$ cat src/rtl/wb_uart_tx_if.sv
// Wishbone classic bus bundle between the CPU-side master and the UART TX slave.
interface wb_uart_tx_if;
  logic [31:0] adr_i;
  logic [31:0] dat_i;
  logic [31:0] dat_o;
  logic [3:0]  sel_i;
  logic        we_i;
  logic        stb_i;
  logic        cyc_i;
  logic        ack_o;
  logic        err_o;
  logic        rty_o;

  modport slave (
    input  adr_i, dat_i, sel_i, we_i, stb_i, cyc_i,
    output dat_o, ack_o, err_o, rty_o
  );

  modport master (
    output adr_i, dat_i, sel_i, we_i, stb_i, cyc_i,
    input  dat_o, ack_o, err_o, rty_o
  );
endinterface

$ cat src/rtl/wb_uart_tx.sv
// Wishbone classic slave UART transmitter: TX FIFO, 8N1 serializer with
// programmable bit period (DIVISOR+1 clocks), STATUS and DIVISOR registers.
module wb_uart_tx #(
  parameter int          FIFO_DEPTH = 16,
  parameter logic [15:0] DIV_RESET  = 16'd216
) (
  input  logic            clk_i,
  input  logic            rst_ni,
  wb_uart_tx_if.slave     bus,
  output logic            tx_o
);

  localparam int PW = $clog2(FIFO_DEPTH);
  localparam int CW = PW + 1;

  localparam logic [1:0] S_IDLE  = 2'd0;
  localparam logic [1:0] S_START = 2'd1;
  localparam logic [1:0] S_DATA  = 2'd2;
  localparam logic [1:0] S_STOP  = 2'd3;

  // Bus-side registers
  logic        r_ack;
  logic [31:0] r_dat_o;
  logic        r_ovf;
  logic [15:0] r_div;

  // FIFO storage and bookkeeping
  logic [7:0]    r_mem [FIFO_DEPTH];
  logic [PW-1:0] r_wptr;
  logic [PW-1:0] r_rptr;
  logic [CW-1:0] r_count;

  // Serializer state
  logic [1:0]  r_state;
  logic [15:0] r_timer;
  logic [2:0]  r_bit_idx;
  logic [7:0]  r_shift;

  logic        w_req;
  logic        w_wr;
  logic        w_rd;
  logic [1:0]  w_adr;
  logic        w_full;
  logic        w_empty;
  logic        w_push_req;
  logic        w_push;
  logic        w_pop;
  logic        w_bit_end;
  logic        w_busy;
  logic [7:0]  w_head;
  logic [31:0] w_status;
  logic        w_unused;

  // A request is taken only when ack is low, forcing a one-cycle gap between acks.
  assign w_req      = bus.stb_i & bus.cyc_i & ~r_ack;
  assign w_wr       = w_req & bus.we_i;
  assign w_rd       = w_req & ~bus.we_i;
  assign w_adr      = bus.adr_i[3:2];

  assign w_full     = (r_count == CW'(FIFO_DEPTH));
  assign w_empty    = (r_count == '0);
  assign w_push_req = w_wr & (w_adr == 2'd0) & bus.sel_i[0];
  assign w_push     = w_push_req & ~w_full;

  // The serializer takes a byte whenever it is idle or finishing a stop bit.
  assign w_bit_end  = (r_timer == 16'd0);
  assign w_pop      = ~w_empty & ((r_state == S_IDLE) | ((r_state == S_STOP) & w_bit_end));
  assign w_busy     = (r_state != S_IDLE);
  assign w_head     = r_mem[r_rptr];

  assign bus.ack_o  = r_ack;
  assign bus.dat_o  = r_dat_o;
  assign bus.err_o  = 1'b0;
  assign bus.rty_o  = 1'b0;

  // Address bits above the register window and unused data lanes.
  assign w_unused   = ^{bus.adr_i[31:4], bus.adr_i[1:0], bus.dat_i[31:16], bus.sel_i[3:2]};

  // Assemble the STATUS word from pre-edge state
  always_comb begin
    w_status         = '0;
    w_status[0]      = w_full;
    w_status[1]      = w_empty;
    w_status[2]      = w_busy;
    w_status[3]      = r_ovf;
    w_status[8 +: CW] = r_count;
  end

  // Acknowledge and registered read data
  always_ff @(posedge clk_i or negedge rst_ni) begin
    if (!rst_ni) begin
      r_ack   <= 1'b0;
      r_dat_o <= '0;
    end else begin
      r_ack   <= w_req;
      r_dat_o <= '0;
      if (w_rd) begin
        case (w_adr)
          2'd1:    r_dat_o <= w_status;
          2'd2:    r_dat_o <= {16'd0, r_div};
          default: r_dat_o <= '0;
        endcase
      end
    end
  end

  // DIVISOR lanes and sticky OVERFLOW flag
  always_ff @(posedge clk_i or negedge rst_ni) begin
    if (!rst_ni) begin
      r_div <= DIV_RESET;
      r_ovf <= 1'b0;
    end else begin
      if (w_wr && w_adr == 2'd2) begin
        if (bus.sel_i[0]) r_div[7:0]  <= bus.dat_i[7:0];
        if (bus.sel_i[1]) r_div[15:8] <= bus.dat_i[15:8];
      end
      if (w_push_req && w_full) begin
        r_ovf <= 1'b1;
      end else if (w_wr && w_adr == 2'd1 && bus.sel_i[0] && bus.dat_i[3]) begin
        r_ovf <= 1'b0;
      end
    end
  end

  // FIFO pointers and occupancy; a push while full is dropped even if a pop frees a slot
  always_ff @(posedge clk_i or negedge rst_ni) begin
    if (!rst_ni) begin
      r_wptr  <= '0;
      r_rptr  <= '0;
      r_count <= '0;
    end else begin
      if (w_push) r_wptr <= r_wptr + 1'b1;
      if (w_pop)  r_rptr <= r_rptr + 1'b1;
      if (w_push && !w_pop)      r_count <= r_count + 1'b1;
      else if (w_pop && !w_push) r_count <= r_count - 1'b1;
    end
  end

  // FIFO storage array (no reset so it maps onto RAM)
  always_ff @(posedge clk_i) begin
    if (w_push) r_mem[r_wptr] <= bus.dat_i[7:0];
  end

  // Serializer: timer reloads from DIVISOR at every bit boundary
  always_ff @(posedge clk_i or negedge rst_ni) begin
    if (!rst_ni) begin
      r_state   <= S_IDLE;
      r_timer   <= '0;
      r_bit_idx <= '0;
      r_shift   <= '0;
    end else begin
      case (r_state)
        S_IDLE: begin
          if (w_pop) begin
            r_shift   <= w_head;
            r_timer   <= r_div;
            r_bit_idx <= '0;
            r_state   <= S_START;
          end
        end
        S_START: begin
          if (w_bit_end) begin
            r_timer   <= r_div;
            r_bit_idx <= '0;
            r_state   <= S_DATA;
          end else begin
            r_timer <= r_timer - 16'd1;
          end
        end
        S_DATA: begin
          if (w_bit_end) begin
            r_timer <= r_div;
            if (r_bit_idx == 3'd7) begin
              r_state <= S_STOP;
            end else begin
              r_shift   <= {1'b0, r_shift[7:1]};
              r_bit_idx <= r_bit_idx + 3'd1;
            end
          end else begin
            r_timer <= r_timer - 16'd1;
          end
        end
        default: begin
          if (w_bit_end) begin
            if (w_pop) begin
              r_shift   <= w_head;
              r_timer   <= r_div;
              r_bit_idx <= '0;
              r_state   <= S_START;
            end else begin
              r_state <= S_IDLE;
            end
          end else begin
            r_timer <= r_timer - 16'd1;
          end
        end
      endcase
    end
  end

  // Line level decoded from serializer state; idle and stop are mark (1)
  always_comb begin
    tx_o = 1'b1;
    case (r_state)
      S_START: tx_o = 1'b0;
      S_DATA:  tx_o = r_shift[0];
      default: tx_o = 1'b1;
    endcase
  end

endmodule
$ cat src/flat_wrapper.sv
// flat-port wrapper written by rule: the top's interface ports become plain ports
module wb_uart_tx_flat 
#(
  parameter int          FIFO_DEPTH = 16,
  parameter logic [15:0] DIV_RESET  = 16'd216
)
  (clk_i, rst_ni, tx_o, bus_adr_i, bus_dat_i, bus_sel_i, bus_we_i, bus_stb_i, bus_cyc_i, bus_dat_o, bus_ack_o, bus_err_o, bus_rty_o);
  wb_uart_tx_if bus_i ();
  input  logic clk_i;
  input  logic rst_ni;
  output logic tx_o;
  input wire logic [$bits(bus_i.adr_i)-1:0] bus_adr_i;
  input wire logic [$bits(bus_i.dat_i)-1:0] bus_dat_i;
  input wire logic [$bits(bus_i.sel_i)-1:0] bus_sel_i;
  input wire logic [$bits(bus_i.we_i)-1:0] bus_we_i;
  input wire logic [$bits(bus_i.stb_i)-1:0] bus_stb_i;
  input wire logic [$bits(bus_i.cyc_i)-1:0] bus_cyc_i;
  output wire logic [$bits(bus_i.dat_o)-1:0] bus_dat_o;
  output wire logic [$bits(bus_i.ack_o)-1:0] bus_ack_o;
  output wire logic [$bits(bus_i.err_o)-1:0] bus_err_o;
  output wire logic [$bits(bus_i.rty_o)-1:0] bus_rty_o;
  assign bus_i.adr_i = bus_adr_i;
  assign bus_i.dat_i = bus_dat_i;
  assign bus_i.sel_i = bus_sel_i;
  assign bus_i.we_i = bus_we_i;
  assign bus_i.stb_i = bus_stb_i;
  assign bus_i.cyc_i = bus_cyc_i;
  assign bus_dat_o = bus_i.dat_o;
  assign bus_ack_o = bus_i.ack_o;
  assign bus_err_o = bus_i.err_o;
  assign bus_rty_o = bus_i.rty_o;
  wb_uart_tx #(.FIFO_DEPTH(FIFO_DEPTH), .DIV_RESET(DIV_RESET)) u_core (.clk_i(clk_i), .rst_ni(rst_ni), .bus(bus_i), .tx_o(tx_o));
endmodule
$ cat config.mk
export PLATFORM = sky130hd
export DESIGN_NAME = wb_uart_tx_flat
export DESIGN_NICKNAME = d
export VERILOG_FILES = /design/src/rtl/wb_uart_tx_if.sv /design/src/rtl/wb_uart_tx.sv /design/src/flat_wrapper.sv
export SDC_FILE = /design/constraint.sdc
export NUM_CORES = 1
export LEC_CHECK = 0
export CAP_MARGIN = 20
export CORE_MARGIN = 2
export CORE_UTILIZATION = 54
export CTS_BUF_LIST = sky130_fd_sc_hd__clkbuf_4
export CTS_CLUSTER_DIAMETER = 40
export DETAILED_ROUTE_END_ITERATION = 7
export PLACE_DENSITY = 0.77
export SETUP_SLACK_MARGIN = 0.2
export SLEW_MARGIN = 20
export SYNTH_ARGS = -nofsm -noshare
export SYNTH_HDL_FRONTEND = slang
export SYNTH_SLANG_ARGS = --single-unit
$ cat constraint.sdc
create_clock -name clk_i -period 4.92 [get_ports clk_i]
set_input_delay 0.738 -clock clk_i [delete_from_list [all_inputs] [get_ports clk_i]]
set_output_delay 0.738 -clock clk_i [all_outputs]
set_load 0.01 [all_outputs]
==> results of run 1 <==
## where the power goes
part / switching (mW) / internal [mW] / total [mW]
logic: 0.226 / 0.195 / 0.422
registers: 0.137 / 1.91 / 2.05
clock network: 0.665 / 0.848 / 1.51
## worst max-delay path, delay by kind of cell, from the launching register on
kind / cells / cell delay, ns
compound gates: 3 / 0.56
buf+inv: 4 / 0.52
simple gates: 4 / 1.38
xor+xnor: 2 / 0.29
flops: 1 / 0.40
fa+ha+maj: 3 / 0.77
## cells by family (layout without fill, tap and decap cells)
| kind of cell | count (synthesis) | after routing | synth area share |
|---|---|---|---|
| buffers and inverters | 73 | 170 | 0.0377 |
| DFF | 204 | 204 | 0.612 |
| xor gates and xnor gates | 20 | 20 | 0.0187 |
| AOI/OAI and AO/OA | 131 | 131 | 0.0918 |
| other | 1 | 19 | 0.000399 |
| adders and majority gates | 20 | 20 | 0.0274 |
| muxes | 81 | 81 | 0.138 |
| and+or+nand+nor | 137 | 137 | 0.0740 |
## metal layers
metal / up-vias / GRT usage / share of wire
li1: 2676 / - / -
met5: - / 0 / 0
met2: 259 / 0.384 / 0.51
met1: 3051 / 0.302 / 0.41
met3: 39 / 0.0451 / 0.058
met4: 0 / 0.0932 / 0.025
## metrics by stage
stage | utilization | instances | power (mW)
2_1_floorplan | - | 684 | 2.35
3_3_place_gp | 0.580 | 911 | 2.46
3_5_place_dp | 0.580 | 911 | 2.50
4_1_cts | 0.622 | 1006 | 4.02
5_1_grt | 0.622 | 1007 | 4.18
6_report | 0.622 | 1007 | 3.98
## worst paths after layout
kind / start / endpoint / slack [ns] / cells past startpoint
setup / recovery: u_core.r_timer[1]$_DFF_PN0_ / u_core.r_count[4]$_DFFE_PN0P_ / 0.84 / 16
hold / removal: rst_ni / u_core.r_shift[2]$_DFFE_PN0P_ / 0.24 / 1
setup reg to reg: u_core.r_timer[1]$_DFF_PN0_ / u_core.r_count[4]$_DFFE_PN0P_ / 0.84 / 16
hold reg to reg: u_core.r_shift[7]$_DFFE_PN0P_ / u_core.r_shift[7]$_DFFE_PN0P_ / 0.51 / 1
max in group asynchronous: rst_ni / u_core.r_count[1]$_DFFE_PN0P_ / 4.02 / 1
min in group clk_i: u_core.r_shift[7]$_DFFE_PN0P_ / u_core.r_shift[7]$_DFFE_PN0P_ / 0.51 / 1
## cells in the final DEF, fill, tap and decap left out, types with 11 or more instances in the layout
cell             count
buf_4               13
nand2_1             46
mux4_2              33
inv_1               20
ha_1                19
nor2_1              27
a21oi_1             21
xnor2_1             12
clkdlybuf4s50_1     41
dfrtp_1             72
mux2i_1             14
nor3_1              11
clkbuf_4            80
edfxtp_1           128
a22oi_1             19
conb_1              18
mux2_2              25
o21ai_0             41
## flip-flops by register name, summed over array words and instances (netlist names), 4 cells and up
register,flops
u_core.r_rptr,4
u_core.r_div,16
u_core.r_mem,128
u_core.r_count,5
u_core.r_wptr,4
u_core.r_timer,16
u_core.r_shift,8
u_core.bus.dat_o,16
## layout make-up
cell class / instances / area, um2 / area share
inverters: 21 / 78.8 / 0.00737
clock buffers: 80 / 601 / 0.0562
clock inverters: 15 / 120 / 0.0112
well taps: 225 / 282 / 0.0263
flip-flops and latches: 204 / 5750 / 0.538
repair buffers: 54 / 508 / 0.0475
multi-input cells: 407 / 3350 / 0.313
diodes: 1 / 2.50 / 0.000234
==> impl_metrics.yaml, run 1 <==
timing:
  relSlewSlack: 0.287
  min_period_ns: 4.08
  layout_setup_ws_ns: 0.843
  drv_slew: 0
  fmax_mhz: 245
  tightest_slew_ns: 1.07
  finalSetupViolCount: 0
  holdWs_ns: 0.241
  skew_ns: 0.0602
  tns_ns: 0
  rsz0062_at_grt: "no"
  finalHoldViolCount: 0
  period_share: 0.829
clock_network:
  h-tree-depth: 2
  cts_made_buffers: 51
  cts_resized: 0
  insertion_delay_ns: 0.66
  cts_root_buf: "clkbuf_4"
  clock_path_buffers: 3
  postCtsHoldBufs: 0
  postCtsSetupBuffers: 0
  cts_tree: "yes"
  numClockSinks: 204
  clk_pin_slew_worst_paths_ns: 0.07
global_routing:
  gr-total-overflow: 0
  first_global_vias: 6102
  grt_pass1_wl_um: 32500
  grt_max_degree: 77
  grt_usage: 0.231
  antenna_found_initial: 1
power_and_ir_drop:
  power_leakage_nw: 4.06
  power_density_nw_per_um2: 373
  ir_drop_uv: 347
worst_setup_path:
  crit_path_end_kind: "flip-flop"
  start_kind: "flip-flop"
  slowest_delay_ns: 0.62
  critPathSlowestCell: "and3_1"
  critical_path_class: "reg -> reg"
  crit_chain: "inv_1, ha_1, nor3b_1, and3_1, nand3_1, a21oi_2, buf_4, inv_1, ha_1, inv_1, ha_1, a21o_1, a21oi_1, xnor2_1, nor2_1, xor2_1"
  critPathArrivalTime_ns: 4.60
  crit_fanout: 13
  worstPathRequired_ns: 5.44
floorplanning:
  die_x_um: 136
  num_rows: 48
  start_util: 0.547
  dieArea_um2: 18500
  die-height_um: 136
  coreArea_um2: 17200
  ios: 109
placement:
  gp_congestion: 0.854
  io_buffers: 42
  postPlaceCellArea_um2: 9970
  dp_slack_ns: 0.956
  hpwl_um: 13300
synthesis:
  synth-edff-count: 128
  synthTopCellsByArea: "edfxtp_1, dfrtp_1, mux4_2"
  synth_most_common_cell: "edfxtp_1"
  synth_warnings: 0
  yosysUniqueCellTypes: 66
  synth_area_um2: 9390
  ys_seq_elements: 204
  syn_area_per_cell_um2: 14.1
  syn_inst: 667
  synth.yosys.seq_area_share: 0.612
  yosys-top-cells-count: "edfxtp_1, dfrtp_1, nand2_1"
  synth_ff_type: "edfxtp_1"
  synth_top_area_frac: 0.409
  synthArstFlopShare: 0.373
  yosys.area.top_type: "edfxtp_1"
min_path:
  hold_path_class: "in -> async"
drt:
  routed_wl_um: 20500
  drc: 0
  drt_iter0_markers: 500
  vias: 6025
  drt_pass1_iterations: 5
  via_per_inst: 5.98
  ant_nets: 0
  wl_per_cell_um: 20.3
finish:
  area_growth_pct: 13.9
  num-nets-final: 832
  drive_gt1_frac: 0.224
  fill_cells: 1291
  final_area_um2: 10700
flow_run:
  drv_cap: 0
run_status:
  status: "complete, no violations"
No activity file was read; power rests on OpenSTA's default activity.
==> run 2: changes to the inputs <==
==> constraint.sdc (replaced) <==
create_clock -name clk_i -period 3.96 [get_ports clk_i]
set_input_delay 0.594 -clock clk_i [delete_from_list [all_inputs] [get_ports clk_i]]
set_output_delay 0.594 -clock clk_i [all_outputs]
set_load 0.01 [all_outputs]
==> impl_metrics.yaml, run 2 (synthesis gave the netlist of run 1 again) <==
run_status:
  status: "finished with violations"
  violations: "DRC"
worst_setup_path:
  critPathArrivalTime_ns: 2.66
  r2r_cells: 16
  slowest_delay_ns: 0.53
  start_kind: "flip-flop"
  crit_path_end_kind: "output port"
  worstPathRequired_ns: 3.37
  crit_chain: "inv_1, ha_1, nor2_1, a21o_1, clkdlybuf4s50_1"
  critPathSlowestCell: "clkdlybuf4s50_1"
  crit_fanout: 16
  critical_path_class: "reg -> out"
timing:
  tightest_slew_ns: 0.978
  min_period_ns: 3.26
  period_share: 0.822
  fmax_mhz: 307
  rsz0062_at_grt: "no"
  skew_ns: 0.0391
  tns_ns: 0
  holdWs_ns: 0.0856
  drv_slew: 0
  relSlewSlack: 0.348
  finalHoldViolCount: 0
  finalSetupViolCount: 0
finish:
  fin_util: 0.623
  drive_gt1_frac: 0.227
  largest-register: "u_core.r_mem"
  num-nets-final: 842
  area_growth_pct: 14.0
  final_common_cell: "edfxtp_1"
  largest_reg_flops: 128
  mostFrequentLayoutCells: "edfxtp_1, clkbuf_4, dfrtp_1"
clock_network:
  cts_root_buf: "clkbuf_4"
  postCtsSetupBuffers: 0
  cts_made_buffers: 53
  clock_path_buffers: 3
  cts_resized: 0
  postCtsHoldBufs: 0
  insertion_delay_ns: 0.67
  clk_pin_slew_worst_paths_ns: 0.07
  cts_tree: "yes"
  numClockSinks: 204
  h-tree-depth: 2
drt:
  ant_nets: 0
  drt_iter0_markers: 493
  via_per_inst: 5.83
  vias: 5940
  drc: 1
  routed_wl_um: 20300
  wl_per_cell_um: 19.9
  drt_pass1_iterations: 8
global_routing:
  antenna_found_initial: 1
  first_global_vias: 6102
  grt_pass1_wl_um: 32100
  grt_max_degree: 77
  gr-total-overflow: 0
  grt_usage: 0.228
placement:
  gp_congestion: 0.860
  io_buffers: 42
  hpwl_um: 13300
floorplanning:
  die_x_um: 136
  num_rows: 48
  start_util: 0.547
  coreArea_um2: 17200
  ios: 109
  die-height_um: 136
  dieArea_um2: 18500
power_and_ir_drop:
  ir_drop_uv: 314
  power_leakage_nw: 4.08
  finalPower_mw: 4.84
  power_density_nw_per_um2: 452
flow_run:
  drv_cap: 0
min_path:
  hold_path_class: "in -> async"
[run 2: cell count changes in the layout (fill, tap and decap cells not counted)]
| cell | change |
|---|---|
| buf_4 | +8 |
| clkinv_1 | +7 |
| clkbuf_4 | -3 |
| bufinv_16 | -2 |
| clkinv_2 | +1 |
| inv_2 | +1 |
[run 2: routing by layer]
metal | track usage | vias to the layer above | routed length, um
met2 | 0.387 | 223 | 10500
met4 | 0.0828 | 0 | 445
met1 | 0.292 | 2979 | 8220
met3 | 0.0503 | 37 | 1160
met5 | 0 | - | 0
li1 | - | 2701 | -
[run 2: final cells by class]
cell class | count | area [um2]
tap | 225 | 282
timing repair buffer | 62 | 568
antenna | 1 | 2.50
clock buffer | 77 | 578
sequential | 204 | 5750
inverter | 21 | 78.8
multi-input combinational | 407 | 3350
clock inverter | 22 | 95.1
fill | 1286 | 6470
[run 2: per-stage QoR]
step                setup slack [ns]  cells  instance area [um2]
finish                         0.704   1019                10700
global route                   0.457   1019                10700
CTS                            0.644   1018                10700
detailed placement             0.589    919                10000
global placement               0.662    919                10000
floorplan                      0.741    684                 9450
[run 2: critical path, delay by kind of cell, from the launching register on]
family,cells,cell delay (ns)
AND/OR/NAND/NOR,1,0.45
flip-flops,1,0.39
AO/OA/AOI/OAI,1,0.15
adder cells (fa/ha/maj),1,0.41
buffers and inverters,2,0.61
[run 2: power by group]
part	switching (mW)	total (mW)	internal [mW]
Combinational	0.277	0.526	0.249
Sequential	0.172	2.55	2.38
Clock	0.861	1.76	0.902
Total	1.31	4.84	3.53
[run 2: worst paths after layout]
path / end / slack [ns] / from
min reg2reg: u_core.r_ovf$_DFFE_PN0P_ / 0.50 / u_core.r_ovf$_DFFE_PN0P_
max in group asynchronous: u_core.r_count[0]$_DFFE_PN0P_ / 3.23 / rst_ni
max: tx_o / 0.70 / u_core.r_state[0]$_DFFE_PN0P_
min: u_core.r_shift[3]$_DFFE_PN0P_ / 0.09 / rst_ni
max reg2reg: u_core.r_count[4]$_DFFE_PN0P_ / 0.73 / u_core.r_timer[1]$_DFF_PN0_
min in group clk_i: u_core.r_div[10]$_DFFE_PN0P_ / 0.48 / bus_dat_i[10]
==> run 3: changes to the inputs <==
--- a/config.mk
+++ b/config.mk
@@ -7,11 +7,11 @@
 export LEC_CHECK = 0
 export CAP_MARGIN = 20
 export CORE_MARGIN = 2
-export CORE_UTILIZATION = 54
+export CORE_UTILIZATION = 53
 export CTS_BUF_LIST = sky130_fd_sc_hd__clkbuf_4
 export CTS_CLUSTER_DIAMETER = 40
 export DETAILED_ROUTE_END_ITERATION = 7
-export PLACE_DENSITY = 0.77
+export PLACE_DENSITY = 0.79
 export SETUP_SLACK_MARGIN = 0.2
 export SLEW_MARGIN = 20
 export SYNTH_ARGS = -nofsm -noshare
==> constraint.sdc (replaced) <==
create_clock -name clk_i -period 2.7 [get_ports clk_i]
set_input_delay 0.405 -clock clk_i [delete_from_list [all_inputs] [get_ports clk_i]]
set_output_delay 0.405 -clock clk_i [all_outputs]
set_load 0.01 [all_outputs]
==> impl_metrics.yaml, run 3 (synthesis gave the netlist of run 1 again) <==
drt:
  routed_wl_um: 21600
  via_per_inst: 5.83
  drt_pass1_iterations: 5
  drt_iter0_markers: 598
  drc: 0
  vias: 6296
  ant_nets: 0
  wl_per_cell_um: 20.0
clock_network:
  clk_pin_slew_worst_paths_ns: 0.07
  cts_root_buf: "clkbuf_4"
  insertion_delay_ns: 0.70
  clock_path_buffers: 3
  h-tree-depth: 2
  cts_made_buffers: 54
  cts_tree: "yes"
  numClockSinks: 204
global_routing:
  first_global_vias: 6480
  grt_usage: 0.240
  grt_pass1_wl_um: 34100
  gr-total-overflow: 0
  grt_max_degree: 77
  antenna_found_initial: 1
placement:
  gp_congestion: 0.904
  io_buffers: 42
  hpwl_um: 14400
floorplanning:
  start_util: 0.543
  num_rows: 48
  die_x_um: 137
  coreArea_um2: 17300
  dieArea_um2: 18800
  die-height_um: 137
  ios: 109
finish:
  largest-register: "u_core.r_mem"
  area_growth_pct: 21.3
  drive_gt1_frac: 0.300
  largest_reg_flops: 128
  fill_cells: 1207
  final_common_cell: "edfxtp_1"
  num-nets-final: 902
  mostFrequentLayoutCells: "edfxtp_1, clkbuf_4, dfrtp_1"
timing:
  finalHoldViolCount: 0
  tns_ns: -0.145
  holdWs_ns: 0.323
  drv_slew: 0
  layout_setup_ws_ns: -0.0734
  period_share: 1.03
  finalSetupViolCount: 3
  tightest_slew_ns: 0.963
  rsz0062_at_grt: "yes"
  skew_ns: 0.0603
  min_period_ns: 2.77
  relSlewSlack: 0.358
  fmax_mhz: 361
worst_setup_path:
  crit_chain: "or4_4, nor3_4, nand3_2, a21oi_4, inv_2, ha_4, inv_4, buf_12, ha_4, a21o_1, a21oi_2, xnor2_1, nor2_1, xor2_1"
  critPathArrivalTime_ns: 3.31
  critPathSlowestCell: "or4_4"
  slowest_delay_ns: 0.55
  worstPathRequired_ns: 3.24
  crit_path_end_kind: "flip-flop"
  critical_path_class: "reg -> reg"
  start_kind: "flip-flop"
  crit_fanout: 3
  crit_top_cell: "ha_4"
run_status:
  violations: "setup timing"
  status: "finished with violations"
min_path:
  hold_path_class: "in -> reg"
flow_run:
  drv_cap: 0
power_and_ir_drop:
  power_density_nw_per_um2: 654
  ir_drop_uv: 539
  power_leakage_nw: 4.45
## run 3: layout make-up
| cell class | count | area [um2] | area share |
|---|---|---|---|
| antenna | 1 | 2.50 | 0.000220 |
| clock inverter | 24 | 140 | 0.0123 |
| clock buffer | 77 | 578 | 0.0507 |
| sequential | 204 | 5750 | 0.505 |
| inverter | 21 | 81.3 | 0.00714 |
| tap | 225 | 282 | 0.0247 |
| timing repair buffer | 121 | 1110 | 0.0979 |
| multi-input combinational | 407 | 3440 | 0.302 |
## run 3: path summary, 6_finish.rpt
check | start | endpoint | slack (ns) | depth (start not counted)
max in group asynchronous | rst_ni | u_core.r_count[2]$_DFFE_PN0P_ | 1.63 | 2
min in group asynchronous | rst_ni | u_core.r_rptr[2]$_DFFE_PN0N_ | 0.41 | 2
worst max register to register | u_core.r_timer[13]$_DFF_PN0_ | u_core.r_count[4]$_DFFE_PN0P_ | -0.07 | 14
worst min register to register | u_core.r_ovf$_DFFE_PN0P_ | u_core.r_ovf$_DFFE_PN0P_ | 0.49 | 2
worst max-delay path | u_core.r_timer[13]$_DFF_PN0_ | u_core.r_count[4]$_DFFE_PN0P_ | -0.07 | 14
worst min-delay path | bus_dat_i[10] | u_core.r_div[10]$_DFFE_PN0P_ | 0.32 | 3
## run 3: power by group
part	total (mW)	leakage (nW)	internal (mW)	switching, mW
clock	2.71	0.425	1.44	1.27
combinational	1.07	1.94	0.525	0.546
sequential	3.66	2.09	3.49	0.178
## run 3: per-stage QoR
stage / instance area (um2) / std cells / setup slack [ns] / power [mW] / utilization
after global routing: 11400 / 1080 / -0.173 / 7.83 / 0.659
after floorplan: 9490 / 684 / -0.239 / 4.30 / -
after CTS: 11300 / 1077 / -0.0818 / 7.46 / 0.654
final: 11400 / 1080 / -0.0734 / 7.44 / 0.659
after detailed placement: 10600 / 972 / -0.207 / 4.74 / 0.610
after global placement: 10600 / 972 / -0.146 / 4.67 / 0.610
## run 3: repair_timing
action | in CTS | in global routing
endpoints found under the hold margin | 72 | 0
pin swaps | 3 | 7
hold buffers | 1 | 0
resized for setup | 5 | 14
cloned | 0 | 0
setup buffers | 3 | 2
endpoints found under the setup margin | 6 | 17
## run 3: layer usage
layer  global-route usage  routed length (um)  share of wire
met1                0.309                8490           0.39
met2                0.400               11000           0.51
met3               0.0504                1580          0.073
met4               0.0951                 575          0.027
met5                    0                   0              0
## run 3: worst max-delay path, delay by kind of cell (launching register included)
| kind | cells | cell delay (ns) |
|---|---|---|
| flops | 1 | 0.39 |
| buf+inv | 3 | 0.22 |
| xor+xnor | 2 | 0.27 |
| fa+ha+maj | 2 | 0.36 |
| compound gates | 3 | 0.45 |
| simple gates | 4 | 0.97 |
